===== src/rtl/scan_pkg.sv =====
// Shared definitions for the threshold-scan sequencer: FSM states,
// register offsets within the bus window and the timing units.
package scan_pkg;

    typedef enum logic [2:0] {
        IDLE     = 3'd0,
        LOAD     = 3'd1,
        WAIT_DAC = 3'd2,
        SETTLE   = 3'd3,
        GATE     = 3'd4,
        STORE    = 3'd5,
        DONE     = 3'd6
    } state_e;

    // Register offsets relative to BASE_ADDR
    localparam logic [7:0] OFF_CTRL      = 8'd0;
    localparam logic [7:0] OFF_START_LO  = 8'd1;
    localparam logic [7:0] OFF_START_HI  = 8'd2;
    localparam logic [7:0] OFF_STOP_LO   = 8'd3;
    localparam logic [7:0] OFF_STOP_HI   = 8'd4;
    localparam logic [7:0] OFF_STEP      = 8'd5;
    localparam logic [7:0] OFF_SETTLE    = 8'd6;
    localparam logic [7:0] OFF_WINDOW_LO = 8'd7;
    localparam logic [7:0] OFF_WINDOW_HI = 8'd8;
    localparam logic [7:0] OFF_STATUS    = 8'd9;
    localparam logic [7:0] OFF_LEVEL     = 8'd10;

    // Clock cycles per unit of the SETTLE and WINDOW registers
    localparam int unsigned SETTLE_UNIT = 256;
    localparam int unsigned WINDOW_UNIT = 1024;

endpackage


===== src/rtl/scan_fifo.sv =====
// Synchronous result FIFO. Head word is shown combinationally; a pop
// advances the head on the next edge. Push when full and pop when empty
// are ignored. DEPTH must be a power of two so the pointers wrap freely.
module scan_fifo #(
    parameter int WIDTH = 32,
    parameter int DEPTH = 16,
    localparam int AW   = $clog2(DEPTH),
    localparam int LW   = AW + 1
) (
    input  logic             clk_i,
    input  logic             rst_i,
    input  logic             push_i,
    input  logic [WIDTH-1:0] data_i,
    input  logic             pop_i,
    output logic             full_o,
    output logic             empty_o,
    output logic [LW-1:0]    level_o,
    output logic [WIDTH-1:0] head_o
);

    logic [WIDTH-1:0] mem_q [DEPTH];
    logic [AW-1:0]    wr_ptr_q;
    logic [AW-1:0]    rd_ptr_q;
    logic [LW-1:0]    level_q;
    logic             do_push_s;
    logic             do_pop_s;

    assign full_o    = (level_q == LW'(DEPTH));
    assign empty_o   = (level_q == '0);
    assign level_o   = level_q;
    assign head_o    = mem_q[rd_ptr_q];
    assign do_push_s = push_i && !full_o;
    assign do_pop_s  = pop_i && !empty_o;

    // Storage, pointers and occupancy; memory is cleared so the head reads 0 after reset
    always_ff @(posedge clk_i or posedge rst_i) begin
        if (rst_i) begin
            for (int i = 0; i < DEPTH; i++) begin
                mem_q[i] <= '0;
            end
            wr_ptr_q <= '0;
            rd_ptr_q <= '0;
            level_q  <= '0;
        end else begin
            if (do_push_s) begin
                mem_q[wr_ptr_q] <= data_i;
                wr_ptr_q        <= wr_ptr_q + AW'(1);
            end
            if (do_pop_s) begin
                rd_ptr_q <= rd_ptr_q + AW'(1);
            end
            case ({do_push_s, do_pop_s})
                2'b10:   level_q <= level_q + LW'(1);
                2'b01:   level_q <= level_q - LW'(1);
                default: level_q <= level_q;
            endcase
        end
    end

endmodule


===== src/rtl/scan_sequencer.sv =====
// Autonomous threshold scan: steps the DAC from START to STOP, waits for
// the SPI load and a settle time, counts discriminator pulses over a gate
// window and pushes one count per step into the result FIFO.
module scan_sequencer
    import scan_pkg::*;
#(
    parameter int         DAC_W      = 12,
    parameter int         CNT_W      = 32,
    parameter int         FIFO_DEPTH = 16,
    parameter logic [7:0] BASE_ADDR  = 8'h40
) (
    input  logic             clock50Mhz,
    input  logic             reset,
    input  logic [7:0]       addr,
    input  logic [7:0]       data,
    input  logic             write,
    output logic [7:0]       data_out,
    output logic [DAC_W-1:0] dac_code,
    output logic             dac_load,
    input  logic             dac_ready,
    input  logic             count,
    input  logic             res_rd,
    output logic [CNT_W-1:0] res_data,
    output logic             res_valid,
    output logic             busy,
    output logic             done
);

    localparam int LVL_W   = $clog2(FIFO_DEPTH) + 1;
    localparam int TIMER_W = 26;

    // Configuration registers
    logic [DAC_W-1:0]   start_q;
    logic [DAC_W-1:0]   stop_q;
    logic [7:0]         step_q;
    logic [7:0]         settle_q;
    logic [15:0]        window_q;

    // FSM state and registered outputs
    state_e             state_q;
    logic [DAC_W-1:0]   code_q;
    logic [DAC_W-1:0]   dac_code_q;
    logic               dac_load_q;
    logic               busy_q;
    logic               done_q;
    logic               err_q;
    logic               ovf_q;
    logic [TIMER_W-1:0] timer_q;
    logic [1:0]         wait_cnt_q;
    logic               seen_low_q;
    logic [CNT_W-1:0]   pulse_cnt_q;
    logic [7:0]         data_out_q;

    // Pulse conditioning
    logic [1:0]         sync_q;
    logic               cnt_prev_q;
    logic               edge_s;

    // Bus decode
    logic [7:0]         offset_s;
    logic               in_range_s;
    logic               wr_ctrl_s;
    logic               start_req_s;
    logic               abort_req_s;
    logic               cfg_we_s;
    logic [7:0]         rd_data_s;

    // Step arithmetic and timer loads
    logic [7:0]         step_eff_s;
    logic [DAC_W:0]     next_sum_s;
    logic               last_point_s;
    logic [15:0]        window_eff_s;
    logic [TIMER_W-1:0] settle_cycles_s;
    logic [TIMER_W-1:0] window_cycles_s;

    // FIFO interface
    logic               push_s;
    logic               fifo_full_s;
    logic               fifo_empty_s;
    logic [LVL_W-1:0]   fifo_level_s;

    assign offset_s    = addr - BASE_ADDR;
    assign in_range_s  = (addr >= BASE_ADDR) && (offset_s <= OFF_LEVEL);
    assign wr_ctrl_s   = write && in_range_s && (offset_s == OFF_CTRL);
    assign start_req_s = wr_ctrl_s && data[0];
    assign abort_req_s = wr_ctrl_s && data[1];
    assign cfg_we_s    = write && in_range_s && !busy_q;

    assign step_eff_s      = (step_q == 8'd0) ? 8'd1 : step_q;
    assign next_sum_s      = {1'b0, code_q} + {{(DAC_W-7){1'b0}}, step_eff_s};
    assign last_point_s    = next_sum_s[DAC_W] || (next_sum_s[DAC_W-1:0] > stop_q);
    assign window_eff_s    = (window_q == 16'd0) ? 16'd1 : window_q;
    assign settle_cycles_s = TIMER_W'(settle_q) * TIMER_W'(SETTLE_UNIT);
    assign window_cycles_s = TIMER_W'(window_eff_s) * TIMER_W'(WINDOW_UNIT);

    assign edge_s = sync_q[1] & ~cnt_prev_q;

    // An abort on the same edge as a STORE suppresses the push
    assign push_s = (state_q == STORE) && !fifo_full_s && !abort_req_s;

    assign data_out  = data_out_q;
    assign dac_code  = dac_code_q;
    assign dac_load  = dac_load_q;
    assign busy      = busy_q;
    assign done      = done_q;
    assign res_valid = !fifo_empty_s;

    scan_fifo #(
        .WIDTH (CNT_W),
        .DEPTH (FIFO_DEPTH)
    ) u_fifo (
        .clk_i   (clock50Mhz),
        .rst_i   (reset),
        .push_i  (push_s),
        .data_i  (pulse_cnt_q),
        .pop_i   (res_rd),
        .full_o  (fifo_full_s),
        .empty_o (fifo_empty_s),
        .level_o (fifo_level_s),
        .head_o  (res_data)
    );

    // Configuration register writes, locked while a scan is running
    always_ff @(posedge clock50Mhz or posedge reset) begin
        if (reset) begin
            start_q  <= '0;
            stop_q   <= '0;
            step_q   <= 8'd1;
            settle_q <= 8'd0;
            window_q <= 16'd0;
        end else if (cfg_we_s) begin
            case (offset_s)
                OFF_START_LO:  start_q[7:0]       <= data;
                OFF_START_HI:  start_q[DAC_W-1:8] <= data[DAC_W-9:0];
                OFF_STOP_LO:   stop_q[7:0]        <= data;
                OFF_STOP_HI:   stop_q[DAC_W-1:8]  <= data[DAC_W-9:0];
                OFF_STEP:      step_q             <= data;
                OFF_SETTLE:    settle_q           <= data;
                OFF_WINDOW_LO: window_q[7:0]      <= data;
                OFF_WINDOW_HI: window_q[15:8]     <= data;
                default:       ;
            endcase
        end
    end

    // Readback multiplexer; anything outside the register window reads 0
    always_comb begin
        rd_data_s = 8'd0;
        if (in_range_s) begin
            case (offset_s)
                OFF_START_LO:  rd_data_s = start_q[7:0];
                OFF_START_HI:  rd_data_s = 8'(start_q[DAC_W-1:8]);
                OFF_STOP_LO:   rd_data_s = stop_q[7:0];
                OFF_STOP_HI:   rd_data_s = 8'(stop_q[DAC_W-1:8]);
                OFF_STEP:      rd_data_s = step_q;
                OFF_SETTLE:    rd_data_s = settle_q;
                OFF_WINDOW_LO: rd_data_s = window_q[7:0];
                OFF_WINDOW_HI: rd_data_s = window_q[15:8];
                OFF_STATUS:    rd_data_s = {4'b0000, err_q, ovf_q, done_q, busy_q};
                OFF_LEVEL:     rd_data_s = 8'(fifo_level_s);
                default:       rd_data_s = 8'd0;
            endcase
        end else begin
            rd_data_s = 8'd0;
        end
    end

    // Registered readback port
    always_ff @(posedge clock50Mhz or posedge reset) begin
        if (reset) begin
            data_out_q <= 8'd0;
        end else begin
            data_out_q <= rd_data_s;
        end
    end

    // Two-flop synchronizer for the asynchronous pulse input plus edge history
    always_ff @(posedge clock50Mhz or posedge reset) begin
        if (reset) begin
            sync_q     <= 2'b00;
            cnt_prev_q <= 1'b0;
        end else begin
            sync_q     <= {sync_q[0], count};
            cnt_prev_q <= sync_q[1];
        end
    end

    // Scan FSM with registered DAC, busy and status outputs
    always_ff @(posedge clock50Mhz or posedge reset) begin
        if (reset) begin
            state_q     <= IDLE;
            code_q      <= '0;
            dac_code_q  <= '0;
            dac_load_q  <= 1'b0;
            busy_q      <= 1'b0;
            done_q      <= 1'b0;
            err_q       <= 1'b0;
            ovf_q       <= 1'b0;
            timer_q     <= '0;
            wait_cnt_q  <= 2'd0;
            seen_low_q  <= 1'b0;
            pulse_cnt_q <= '0;
        end else begin
            dac_load_q <= 1'b0;
            if (abort_req_s) begin
                // Abort wins over everything, including a simultaneous start
                state_q <= IDLE;
                busy_q  <= 1'b0;
            end else begin
                case (state_q)
                    IDLE: begin
                        if (start_req_s) begin
                            if (start_q > stop_q) begin
                                err_q  <= 1'b1;
                                done_q <= 1'b1;
                            end else begin
                                code_q  <= start_q;
                                done_q  <= 1'b0;
                                err_q   <= 1'b0;
                                ovf_q   <= 1'b0;
                                busy_q  <= 1'b1;
                                state_q <= LOAD;
                            end
                        end
                    end
                    LOAD: begin
                        dac_code_q <= code_q;
                        dac_load_q <= 1'b1;
                        wait_cnt_q <= 2'd0;
                        seen_low_q <= 1'b0;
                        state_q    <= WAIT_DAC;
                    end
                    WAIT_DAC: begin
                        // A ready that never drops within two cycles of the load
                        // means the frame finished before we could see it low
                        if (!dac_ready) begin
                            seen_low_q <= 1'b1;
                        end
                        if (wait_cnt_q != 2'd3) begin
                            wait_cnt_q <= wait_cnt_q + 2'd1;
                        end
                        if (dac_ready && (seen_low_q || (wait_cnt_q == 2'd1))) begin
                            if (settle_q == 8'd0) begin
                                pulse_cnt_q <= '0;
                                timer_q     <= window_cycles_s - TIMER_W'(1);
                                state_q     <= GATE;
                            end else begin
                                timer_q <= settle_cycles_s - TIMER_W'(1);
                                state_q <= SETTLE;
                            end
                        end
                    end
                    SETTLE: begin
                        if (timer_q == '0) begin
                            pulse_cnt_q <= '0;
                            timer_q     <= window_cycles_s - TIMER_W'(1);
                            state_q     <= GATE;
                        end else begin
                            timer_q <= timer_q - TIMER_W'(1);
                        end
                    end
                    GATE: begin
                        if (edge_s && (pulse_cnt_q != '1)) begin
                            pulse_cnt_q <= pulse_cnt_q + CNT_W'(1);
                        end
                        if (timer_q == '0) begin
                            state_q <= STORE;
                        end else begin
                            timer_q <= timer_q - TIMER_W'(1);
                        end
                    end
                    STORE: begin
                        // A full FIFO stalls the scan rather than dropping a result
                        if (fifo_full_s) begin
                            ovf_q <= 1'b1;
                        end else if (last_point_s) begin
                            state_q <= DONE;
                        end else begin
                            code_q  <= next_sum_s[DAC_W-1:0];
                            state_q <= LOAD;
                        end
                    end
                    DONE: begin
                        done_q  <= 1'b1;
                        busy_q  <= 1'b0;
                        state_q <= IDLE;
                    end
                    default: begin
                        busy_q  <= 1'b0;
                        state_q <= IDLE;
                    end
                endcase
            end
        end
    end

endmodule


===== config.mk =====
export PLATFORM = sky130hd
export DESIGN_NAME = scan_sequencer
export DESIGN_NICKNAME = d
export VERILOG_FILES = /design/src/rtl/scan_pkg.sv /design/src/rtl/scan_fifo.sv /design/src/rtl/scan_sequencer.sv
export SDC_FILE = /design/constraint.sdc
export NUM_CORES = 1
export LEC_CHECK = 0
export ABC_AREA = 1
export CORE_MARGIN = 2
export CORE_UTILIZATION = 55
export CTS_CLUSTER_DIAMETER = 100
export CTS_CLUSTER_SIZE = 40
export DETAILED_ROUTE_END_ITERATION = 8
export GPL_TIMING_DRIVEN = 0
export HOLD_SLACK_MARGIN = 0.08
export PLACE_DENSITY = 0.81
export SLEW_MARGIN = 40
export SYNTH_ARGS = -nofsm -noshare
export SYNTH_HDL_FRONTEND = slang
export SYNTH_SLANG_ARGS = --single-unit

===== constraint.sdc =====
create_clock -name clock50Mhz -period 30.1 [get_ports clock50Mhz]
set_clock_uncertainty 0.1 [all_clocks]
set_input_delay 6.02 -clock clock50Mhz [delete_from_list [all_inputs] [get_ports clock50Mhz]]
set_output_delay 6.02 -clock clock50Mhz [all_outputs]
set_load 0.005 [all_outputs]

==> results.py <==
metrics = {
    "setup_path": {
        "crit_slowest_cell": "clkbuf_1",
        "path_common_cell": "buf_2",
        "path_max_fanout": 10,
        "worstPathCellList": "buf_2 -> buf_2 -> buf_2 -> clkbuf_1 -> o21ai_0 -> o211ai_1 -> o211ai_1 -> nand2_1 -> clkdlybuf4s50_1",
        "worst_setup_path_start_kind": "flop",
        "critPathMaxStageDelay_ns": 0.72,
        "cp-end-kind": "primary output",
        "cp.arrival_ns": 4.04,
        "critPathRequiredTime_ns": 23.98,
        "crit_type": "flop to primary output",
        "reg2reg_depth": 24,
        "r2r_slack_ns": 25.71,
        "r2r_end": "code_q[8]$_DFFE_PP0P_",
        "path_buf_inv": 5,
        "r2r-start": "step_q[6]$_DFFE_PP0P_",
        "cp_top_family": "buffers and inverters",
    },
    "timing": {
        "slew_violations": 0,
        "rsz0062_at_grt": "false",
        "fin_crit_sh": 0.3376,
        "fin_crit_ns": 10.16,
        "worstMarginPinSlew_ns": 0.9445,
        "slew_headroom": 0.3703,
        "setup_viol": 0,
        "hold_violations": 0,
        "fmax_mhz": 98.42,
    },
    "routing": {
        "drc": 1,
        "viasPerCell": 6.144,
        "drtIter0Drc": 4083,
        "final_antenna_net_count": 0,
        "vias": 30530,
        "wl_per_cell_um": 22.04,
        "firstDrtPassIters": 9,
        "wirelength_um": 109500,
    },
    "place": {
        "dpl.cell_count": 4920,
        "portBuffers": 75,
        "gp_congestion": 0.9966,
        "dpl.hpwl_um": 79120,
    },
    "status": {
        "violations": "design-rule violations",
        "run_status": "finished, violations left",
    },
    "synthesis": {
        "netlist_area_um2": 34030,
        "synth-async-reset-ratio": 1.000,
        "ys_warn_count": 0,
        "ys.flop_type": "dfrtp_1",
        "syn_nets": 4115,
        "synth.yosys.seq_area_share": 0.5037,
        "synth-edff-count": 0,
        "synthCells": 4044,
        "postSynthAreaPerCell_um2": 8.416,
        "ys_ff_latch": 685,
        "synthDistinctLibCells": 51,
    },
    "grt": {
        "grt_pass1_vias": 29130,
        "grt_pass1_wl_um": 168400,
        "grt_overflow_total": 0,
        "antenna_found_initial": 2,
        "grt_usage": 0.3424,
        "grt_max_degree": 80,
    },
    "clock_network": {
        "clockBufferDepth": 3,
        "cts_setup_buffers": 0,
        "root_buffer": "clkbuf_16",
        "insertion_delay_ns": 0.62,
        "cts_resized": 0,
        "tritoncts": "done",
        "hold_buffers": 0,
        "cts_buffers": 26,
        "cts_sinks": 685,
        "htreeDepth": 1,
        "clkSlewWorstSetupHoldPaths_ns": 0.16,
    },
    "floorplan": {
        "fp.dieW_um": 252.8,
        "top_level_ports": 78,
        "start_util": 0.5535,
        "core_um2": 61480,
        "die_h_um": 252.8,
        "die_area_um2": 63880,
        "rows": 91,
    },
    "worst_hold_path": {
        "worst_hold_path.num_cells": 0,
        "hp-start": "sync_q[1]$_DFF_PP0_",
        "hp-class": "flop to flop",
        "hold_path_end": "cnt_prev_q$_DFF_PP0_",
    },
    "run": {
        "cap_violations": 0,
    },
    "finish": {
        "final_cell_mix": "1000 x nand2_1, 684 x dfrtp_1, 657 x o21ai_0, 306 x inv_1, 159 x a21oi_1",
        "finalNetCount": 4230,
        "fin_util": 0.6029,
        "mostFrequentLayoutCell": "nand2_1",
        "final_cells": 4968,
        "fillers": 5347,
        "drive_gt1_frac": 0.06201,
        "area_growth_syn_to_layout_pct": 8.915,
    },
    "pwr": {
        "p_leak_nw": 16.19,
        "ir_worst_vdd_uv": 92.76,
        "cellPowerDensity_nw_per_um2": 70.88,
    },
}
-- through the flow --
| stage | setup slack [ns] | hold slack (ns) | TNS [ns] | total power [W] | area (um^2) |
|---|---|---|---|---|---|
| floorplan | 4.777 | 0.2312 | 0 | 0.001606 | 34030 |
| global placement | -2.800 | 0.2377 | -1867.16 | 0.002044 | 35770 |
| detailed placement | 20.92 | 0.2395 | 0 | 0.002061 | 36070 |
| CTS | 20.18 | 0.2610 | 0 | 0.002572 | 37050 |
| global route | 19.95 | 0.2740 | 0 | 0.002708 | 37060 |
| finish | 19.94 | 0.2544 | 0 | 0.002627 | 37070 |
-- layout make-up --
type                       count  area [um^2]  area share
antenna                        1        2.502  0.00006751
buffer                       261         1182     0.03190
clock buffer                  29        693.2     0.01870
clock inverter                17        289.0    0.007797
inverter                     323         1222     0.03298
multi-input combinational   2775        14500      0.3912
sequential                   685        17140      0.4625
tap                          790        988.4     0.02667
timing repair buffer          87         1045     0.02819
-- synth_stat cells, types with 3 or more instances --
master,n,area share
o2111ai_1,5,0.0013
nand2_2,5,0.00092
buf_1,8,0.00088
and2_1,3,0.00055
dfrtp_1,684,0.50
buf_2,97,0.014
nor2_1,149,0.016
or2_2,5,0.00092
o22ai_1,24,0.0044
xnor2_1,6,0.0015
nand2_1,1000,0.11
o21ai_1,137,0.020
nand3b_1,9,0.0020
xor2_1,40,0.010
mux2_2,3,0.00099
ha_1,47,0.017
clkbuf_1,144,0.016
nor2_2,4,0.00074
o21ai_0,657,0.097
inv_2,11,0.0012
nand4_4,9,0.0056
nor4_1,3,0.00055
nand4_2,4,0.0015
nand4_1,26,0.0048
o211ai_1,132,0.029
o21ai_2,29,0.0075
mux2i_1,128,0.038
nor3_1,33,0.0049
a21oi_1,159,0.023
nand3_1,135,0.020
buf_6,6,0.0020
clkinv_1,4,0.00044
nor2_4,4,0.0013
nand3_2,5,0.0015
inv_1,307,0.034
buf_4,4,0.00088
-- logic make-up after synthesis --
kind of cell,synth area share
AOI/OAI and AO/OA,0.1846
xor gates and xnor gates,0.01184
adders and majority gates,0.01846
buffers and inverters,0.07018
DFF,0.5037
muxes,0.03864
and+or+nand+nor,0.1726
-- worst max-delay path by stage --
stage	slack (ns)	endpoint	cells after the start	from
2_1_floorplan	4.78	busy$_DFFE_PP0P_	1	reset
3_3_place_gp	-2.80	u_fifo.mem_q[32]$_DFFE_PP0P_	2	reset
3_5_place_dp	20.92	res_data[21]	9	u_fifo.rd_ptr_q[0]$_DFFE_PP0P_
4_1_cts	20.18	res_data[21]	9	u_fifo.rd_ptr_q[0]$_DFFE_PP0P_
5_1_grt	19.95	res_data[21]	9	u_fifo.rd_ptr_q[0]$_DFFE_PP0P_
6_report	19.94	res_data[21]	9	u_fifo.rd_ptr_q[0]$_DFFE_PP0P_
-- routing by layer --
metal,up-vias,global-route usage,wire length (um),share of wire
met4,4,0.1730,6523,0.060
met2,1784,0.5248,48420,0.44
met3,405,0.08610,12350,0.11
met5,-,0,33,0.00030
met1,14650,0.4532,42160,0.39
li1,13680,-,-,-
-- power by group --
part	switching, W	total [W]	leakage, nW	internal (W)
combinational	0.000780	0.00112	6.51	0.000343
clock	0.000321	0.000521	0.474	0.000200
sequential	0.0000281	0.000982	9.20	0.000954
total	0.00113	0.00263	16.2	0.00150
-- sequential cells by signal (all words and copies together) (netlist names) --
register,flops
u_fifo.mem_q,512
pulse_cnt_q,32
timer_q,26
window_q,16
code_q,12
dac_code,12
start_q,12
stop_q,12
data_out,8
settle_q,8
step_q,8
u_fifo.level_o,5
u_fifo.rd_ptr_q,4
u_fifo.wr_ptr_q,4
state_q,3
sync_q,2
wait_cnt_q,2
busy,1
cnt_prev_q,1
dac_load,1
done,1
err_q,1
ovf_q,1
seen_low_q,1
No activity file was read; power rests on OpenSTA's default activity.
